==> src/rtl/maxnet_pkg.sv <==
// maxnet_pkg: shared types and defaults for the Maxnet iteration sequencer.
//   state_t    - sequencer state encoding (3 bits)
//   nz_class_t - classification of the per-neuron nonzero flags
package maxnet_pkg;

   localparam int unsigned N_NEURONS_DEF = 4;
   localparam int unsigned ITER_W_DEF    = 8;

   typedef enum logic [2:0] {
      IDLE   = 3'd0,
      LOAD   = 3'd1,
      CHECK  = 3'd2,
      START  = 3'd3,
      WAIT   = 3'd4,
      UPDATE = 3'd5,
      FINISH = 3'd6
   } state_t;

   typedef enum logic [1:0] {
      NZ_NONE = 2'd0,
      NZ_ONE  = 2'd1,
      NZ_MANY = 2'd2
   } nz_class_t;

endpackage

==> src/rtl/maxnet_nz_classify.sv <==
// maxnet_nz_classify: combinational popcount of the nonzero flags, reduced to
// none / exactly one / more than one.
//   nz       in  N   per-neuron nonzero flags
//   nz_class out     classification (nz_class_t)
module maxnet_nz_classify
   import maxnet_pkg::*;
#(
   parameter int unsigned N = N_NEURONS_DEF
) (
   input  logic [N-1:0] nz,
   output nz_class_t    nz_class
);

   localparam int unsigned CNT_W = $clog2(N + 1);

   logic [CNT_W-1:0] cnt;

   // Population count of nz.
   always_comb begin
      cnt = '0;
      for (int i = 0; i < int'(N); i++) begin
         cnt = cnt + CNT_W'(nz[i]);
      end
   end

   always_comb begin
      nz_class = NZ_MANY;
      if (cnt == CNT_W'(0)) begin
         nz_class = NZ_NONE;
      end else if (cnt == CNT_W'(1)) begin
         nz_class = NZ_ONE;
      end
   end

endmodule

==> src/rtl/maxnet_cnt.sv <==
// maxnet_cnt: Maxnet iteration sequencer, initiator side of the PLU
// start/done handshake. Loads activations, fires the PLUs until exactly one
// neuron stays nonzero, then reports it as a one-hot winner.
//   clk, rst    clock, synchronous active-high reset
//   start       run request (IDLE only)
//   nz          per-neuron nonzero flags (CHECK only)
//   plu_done    PLU completion pulse (WAIT only)
//   in_we       load initial activations (LOAD)
//   plu_start   PLU start pulse (START)
//   upd_we      write back PLU outputs (UPDATE)
//   busy        not IDLE
//   done        completion pulse (FINISH)
//   winner      one-hot survivor, zero on error
//   err         no winner / iteration limit hit
//   iter_cnt    completed PLU iterations, saturating
// Optional: MAXNET_ITER_LIMIT_EN enables the MAX_ITER iteration limit.
module maxnet_cnt
   import maxnet_pkg::*;
#(
   parameter int unsigned N_NEURONS = N_NEURONS_DEF,
   parameter int unsigned ITER_W    = ITER_W_DEF,
   parameter int unsigned MAX_ITER  = 255
) (
   input  logic                 clk,
   input  logic                 rst,
   input  logic                 start,
   input  logic [N_NEURONS-1:0] nz,
   input  logic                 plu_done,
   output logic                 in_we,
   output logic                 plu_start,
   output logic                 upd_we,
   output logic                 busy,
   output logic                 done,
   output logic [N_NEURONS-1:0] winner,
   output logic                 err,
   output logic [ITER_W-1:0]    iter_cnt
);

`ifdef MAXNET_ITER_LIMIT_EN
   localparam logic [ITER_W-1:0] ITER_LIMIT = ITER_W'(MAX_ITER);
`endif

   state_t    state;
   nz_class_t nz_class;

   maxnet_nz_classify #(
      .N (N_NEURONS)
   ) u_classify (
      .nz       (nz),
      .nz_class (nz_class)
   );

   // Sequencer state plus the registered result outputs.
   always_ff @(posedge clk) begin
      if (rst) begin
         state    <= IDLE;
         winner   <= '0;
         err      <= 1'b0;
         iter_cnt <= '0;
      end else begin
         case (state)
            IDLE: begin
               if (start) state <= LOAD;
            end
            LOAD: begin
               iter_cnt <= '0;
               err      <= 1'b0;
               winner   <= '0;
               state    <= CHECK;
            end
            CHECK: begin
               case (nz_class)
                  NZ_NONE: begin
                     err    <= 1'b1;
                     winner <= '0;
                     state  <= FINISH;
                  end
                  NZ_ONE: begin
                     err    <= 1'b0;
                     winner <= nz;
                     state  <= FINISH;
                  end
                  default: begin
`ifdef MAXNET_ITER_LIMIT_EN
                     if (iter_cnt == ITER_LIMIT) begin
                        err    <= 1'b1;
                        winner <= '0;
                        state  <= FINISH;
                     end else begin
                        state <= START;
                     end
`else
                     state <= START;
`endif
                  end
               endcase
            end
            START: begin
               state <= WAIT;
            end
            WAIT: begin
               if (plu_done) state <= UPDATE;
            end
            UPDATE: begin
               // Saturate rather than wrap so a long run never looks short.
               if (iter_cnt != '1) iter_cnt <= iter_cnt + ITER_W'(1);
               state <= CHECK;
            end
            FINISH: begin
               state <= IDLE;
            end
            default: begin
               state <= IDLE;
            end
         endcase
      end
   end

   // Moore decode of the handshake strobes.
   assign in_we     = (state == LOAD);
   assign plu_start = (state == START);
   assign upd_we    = (state == UPDATE);
   assign done      = (state == FINISH);
   assign busy      = (state != IDLE);

endmodule
==> config.mk <==
export PLATFORM = sky130hd
export DESIGN_NAME = maxnet_cnt
export DESIGN_NICKNAME = d
export VERILOG_FILES = /design/src/rtl/maxnet_pkg.sv /design/src/rtl/maxnet_nz_classify.sv /design/src/rtl/maxnet_cnt.sv
export SDC_FILE = /design/constraint.sdc
export NUM_CORES = 1
export LEC_CHECK = 0
export ABC_AREA = 1
export CAP_MARGIN = 20
export CORE_MARGIN = 8
export CORE_UTILIZATION = 46
export CTS_CLUSTER_SIZE = 10
export DETAILED_ROUTE_END_ITERATION = 16
export GPL_TIMING_DRIVEN = 0
export PLACE_DENSITY = 0.79
export SLEW_MARGIN = 20
export SYNTH_ARGS = -nofsm -noshare
export SYNTH_HDL_FRONTEND = slang
export SYNTH_SLANG_ARGS = --single-unit
==> constraint.sdc <==
create_clock -name clk -period 2.6 [get_ports clk]
set_clock_uncertainty 0.2 [all_clocks]
set_input_delay 0.39 -clock clk [delete_from_list [all_inputs] [get_ports clk]]
set_output_delay 0.39 -clock clk [all_outputs]
set_load 0.02 [all_outputs]
==> flow_metrics.tcl, run 1 <==
set metrics [dict create \
    cts_max_level 1 \
    path_delay_family "adder cells" \
    grt_setup_unrepaired "false" \
    antenna_left 0 \
    route.vias.total 913 \
    place_congestion 0.826 \
    syn_to_final_growth_pct 35.9 \
    yosysWarnings 0 \
    synth_most_common_cell "nand2_1" \
    tritoncts "yes" \
    die_w_um 60.4 \
    power_density_nw_per_um2 565 \
    crit_fanout 4 \
    period_needed_ns 2.44 \
    port_buffers 25 \
    crit_path_end_kind "register" \
    synth_top_family_by_area "simple AND/OR/NAND/NOR gates" \
    synth_mux_area_share_pct 0 \
    grt_pass1_wl_um 3480 \
    cp.depth 10 \
    yosys.area_share.simple_pct 40.5 \
    worst_ep_required_time_ns 2.56 \
    drc 0 \
    syn-num-nets 136 \
    cts_hold_buf 0 \
    antenna-diode-count 0 \
    via_per_inst 5.07 \
    slew_headroom_pct 67.2 \
    holdPathStages 2 \
    instances_no_fill 180 \
    final_core_util_pct 64.7 \
    synth_area_um2 906 \
    synth_area_leaders "dfxtp_1 35%, nand2_1 12%, a21oi_1 7.7%" \
    ir_drop_v 0.000355 \
    cp-startpoint "nz[0]" \
    drive_gt1_share_pct 17.0 \
    overflow 0 \
    die_y_um 60.4 \
    routedWlPerCell_um 12.3 \
    crit_path_end "winner[3]$_SDFFE_PP0P_" \
    synthAdderAreaFrac_pct 6.35 \
    finalWirelength_um 2220 \
    clkTransAtPathRegs_ns 0.10 \
    cp_num_buf_inv 2 \
    drv_slew 0 \
    cts-root-buf "clkbuf_4" \
    synth-compound-area-share_pct 12.6 \
    grt_pass1_vias 845 \
    numCtsBuffers 3 \
    r2r_end "iter_cnt[3]$_SDFFE_PP0P_" \
    hold_class "reg -> reg" \
    ys_seq_area_share_pct 35.4 \
    slowest_delay_ns 0.43 \
    synth_top_flop_cell "dfxtp_1" \
    cap_violations 0 \
    r2r_start "iter_cnt[0]$_SDFFE_PP0P_" \
    cts_setup_buffers 0 \
    ff2ff_setup_slack_ns 0.96 \
    startpoint_type "input port" \
    p_leak_uw 0.000416 \
    synth.largest_area_cell "dfxtp_1" \
    dp_hpwl_um 1760 \
    netlist_instances 124 \
    reg2reg_depth 8 \
    initial_core_util_pct 47.6 \
    min_period_over_period_pct 93.7 \
    io_pins 26 \
    clock_path_buffers 2 \
    hold_viol 0 \
    worst_slew_pin_slew_ns 0.492 \
    max_freq_ghz 0.411 \
    yosysUniqueCellTypes 22 \
    arrival_ns 2.40 \
    syn_area_per_cell_um2 7.31 \
    clock_latency_ns 0.29 \
    grt_max_degree 11 \
    crit_chain "clkdlybuf4s50_1 -> ha_1 -> fa_1 -> ha_1 -> nor2_1 -> inv_1 -> nor2_4 -> nor2_4 -> nand2_1 -> a21oi_1" \
    die_area_um2 3650 \
    row_count 16 \
    dr.pass1.iters 4 \
    async_reset_ff_share_pct 0 \
    dpl.cell_count 176 \
    setup_violations 0 \
    nets 166 \
    synth_common_cells "30 x nand2_1, 16 x dfxtp_1, 14 x a21oi_1, 12 x nand3_1, 9 x nor2_1" \
    core-area_um2 1900 \
    synth_top_area_share_pct 35.4 \
    synth_seq_cells 16 \
    slowest_stage "clkdlybuf4s50_1" \
    antenna_found_initial 0 \
    worstSetupPathType "in -> reg" \
    grt_usage_pct 12.5 \
    cts_num_sinks 16 \
    synth_xor_xnor_area_share_pct 0 \
    drt-initial-drc-count 14 \
    status "finished, final reports clean" \
    synth-edff-count 0 \
]
==> cells by family (layout without fill, tap and decap cells) <==
| family | count (synthesis) | in the layout |
|---|---|---|
| compound gates | 21 | 21 |
| simple gates | 71 | 71 |
| buf+inv | 12 | 41 |
| fa+ha+maj | 4 | 4 |
| flops | 16 | 16 |
==> registers in the layout, indices dropped and copies added, names as in the netlist <==
signal,cells
err,1
iter_cnt,8
state,3
winner,4
==> cells in the final DEF (no fill, tap or decap) <==
cell type        netlist  layout
fa_1                   1       1
nand2_1               30      30
nor2_2                 5       4
nor3_1                 3       3
o21ai_0                3       3
nor2_4                 5       6
clkdlybuf4s50_1        0      25
inv_1                  7       7
a21oi_2                1       1
ha_1                   3       3
nor2_1                 9       9
clkbuf_4               0       3
nand2_4                2       2
nand2_2                4       4
inv_4                  1       1
nand3_2                1       1
clkbuf_1               1       1
clkbuf_8               0       1
o21bai_1               1       1
inv_2                  3       3
nand3_1               12      12
dfxtp_1               16      16
a31oi_1                1       1
o22ai_1                1       1
a21oi_1               14      14
==> how the worst min path moves through the flow <==
| stage | startpoint | endpoint | slack [ns] |
|---|---|---|---|
| final | winner[1]$_SDFFE_PP0P_ | winner[1]$_SDFFE_PP0P_ | 0.27 |
| after global routing | winner[3]$_SDFFE_PP0P_ | winner[3]$_SDFFE_PP0P_ | 0.29 |
| after CTS | winner[2]$_SDFFE_PP0P_ | winner[2]$_SDFFE_PP0P_ | 0.27 |
| after detailed placement | winner[2]$_SDFFE_PP0P_ | winner[2]$_SDFFE_PP0P_ | 0.25 |
| after global placement | winner[2]$_SDFFE_PP0P_ | winner[2]$_SDFFE_PP0P_ | 0.25 |
| after floorplan | rst | state[0]$_SDFFE_PP0P_ | 0.27 |
==> metal layers <==
metal / GRT usage (%) / up-vias / wire length (um)
met5: 0 / - / 0
met3: 2.33 / 3 / 100
met2: 22.3 / 26 / 1150
li1: - / 467 / -
met1: 14.1 / 417 / 954
met4: 5.10 / 0 / 17
==> layout make-up <==
class / count / area, um2
Tap cell: 27 / 33.8
Buffer: 1 / 3.75
Multi-Input combinational cell: 96 / 543
Sequential cell: 16 / 320
Clock buffer: 4 / 36.3
Inverter: 11 / 43.8
Timing Repair Buffer: 25 / 250
Fill cell: 160 / 671
==> report_power, final <==
group	switching (uW)	total, uW	internal [uW]
clock network	84.8	170	85.3
registers	21.6	283	261
logic	149	243	94.5
total	255	696	441
==> worst min-delay path, cell delays in order, from the launching register on <==
cell,delay (ns)
dfxtp_1,0.32
nand2_1,0.06
a21oi_1,0.05
==> stage by stage <==
step	setup WS, ns	power [uW]	cell area (um2)	hold slack [ns]	setup TNS, ns
floorplan	0.466	445	906	0.269	0
global placement	-0.0715	521	1190	0.250	-0.281
detailed placement	-0.156	529	1190	0.253	-0.787
CTS	0.140	697	1230	0.272	0
global route	0.0276	731	1230	0.293	0
finish	0.164	696	1230	0.269	0
==> repair_timing <==
item,CTS,global route
setup endpoints to repair,0,1
gates resized for setup,0,1
endpoints found under the hold margin,0,0
Power figures use the tool's default switching activity.
==> run 2: changes to the inputs <==
--- a/config.mk
+++ b/config.mk
@@ -6,7 +6,7 @@
 export NUM_CORES = 1
 export LEC_CHECK = 0
 export ABC_AREA = 1
-export CAP_MARGIN = 20
+export CAP_MARGIN = 0
 export CORE_MARGIN = 8
 export CORE_UTILIZATION = 46
 export CTS_CLUSTER_SIZE = 10
==> results of run 2 <==
Final layout, timing and power as in run 1 (identical DEF).
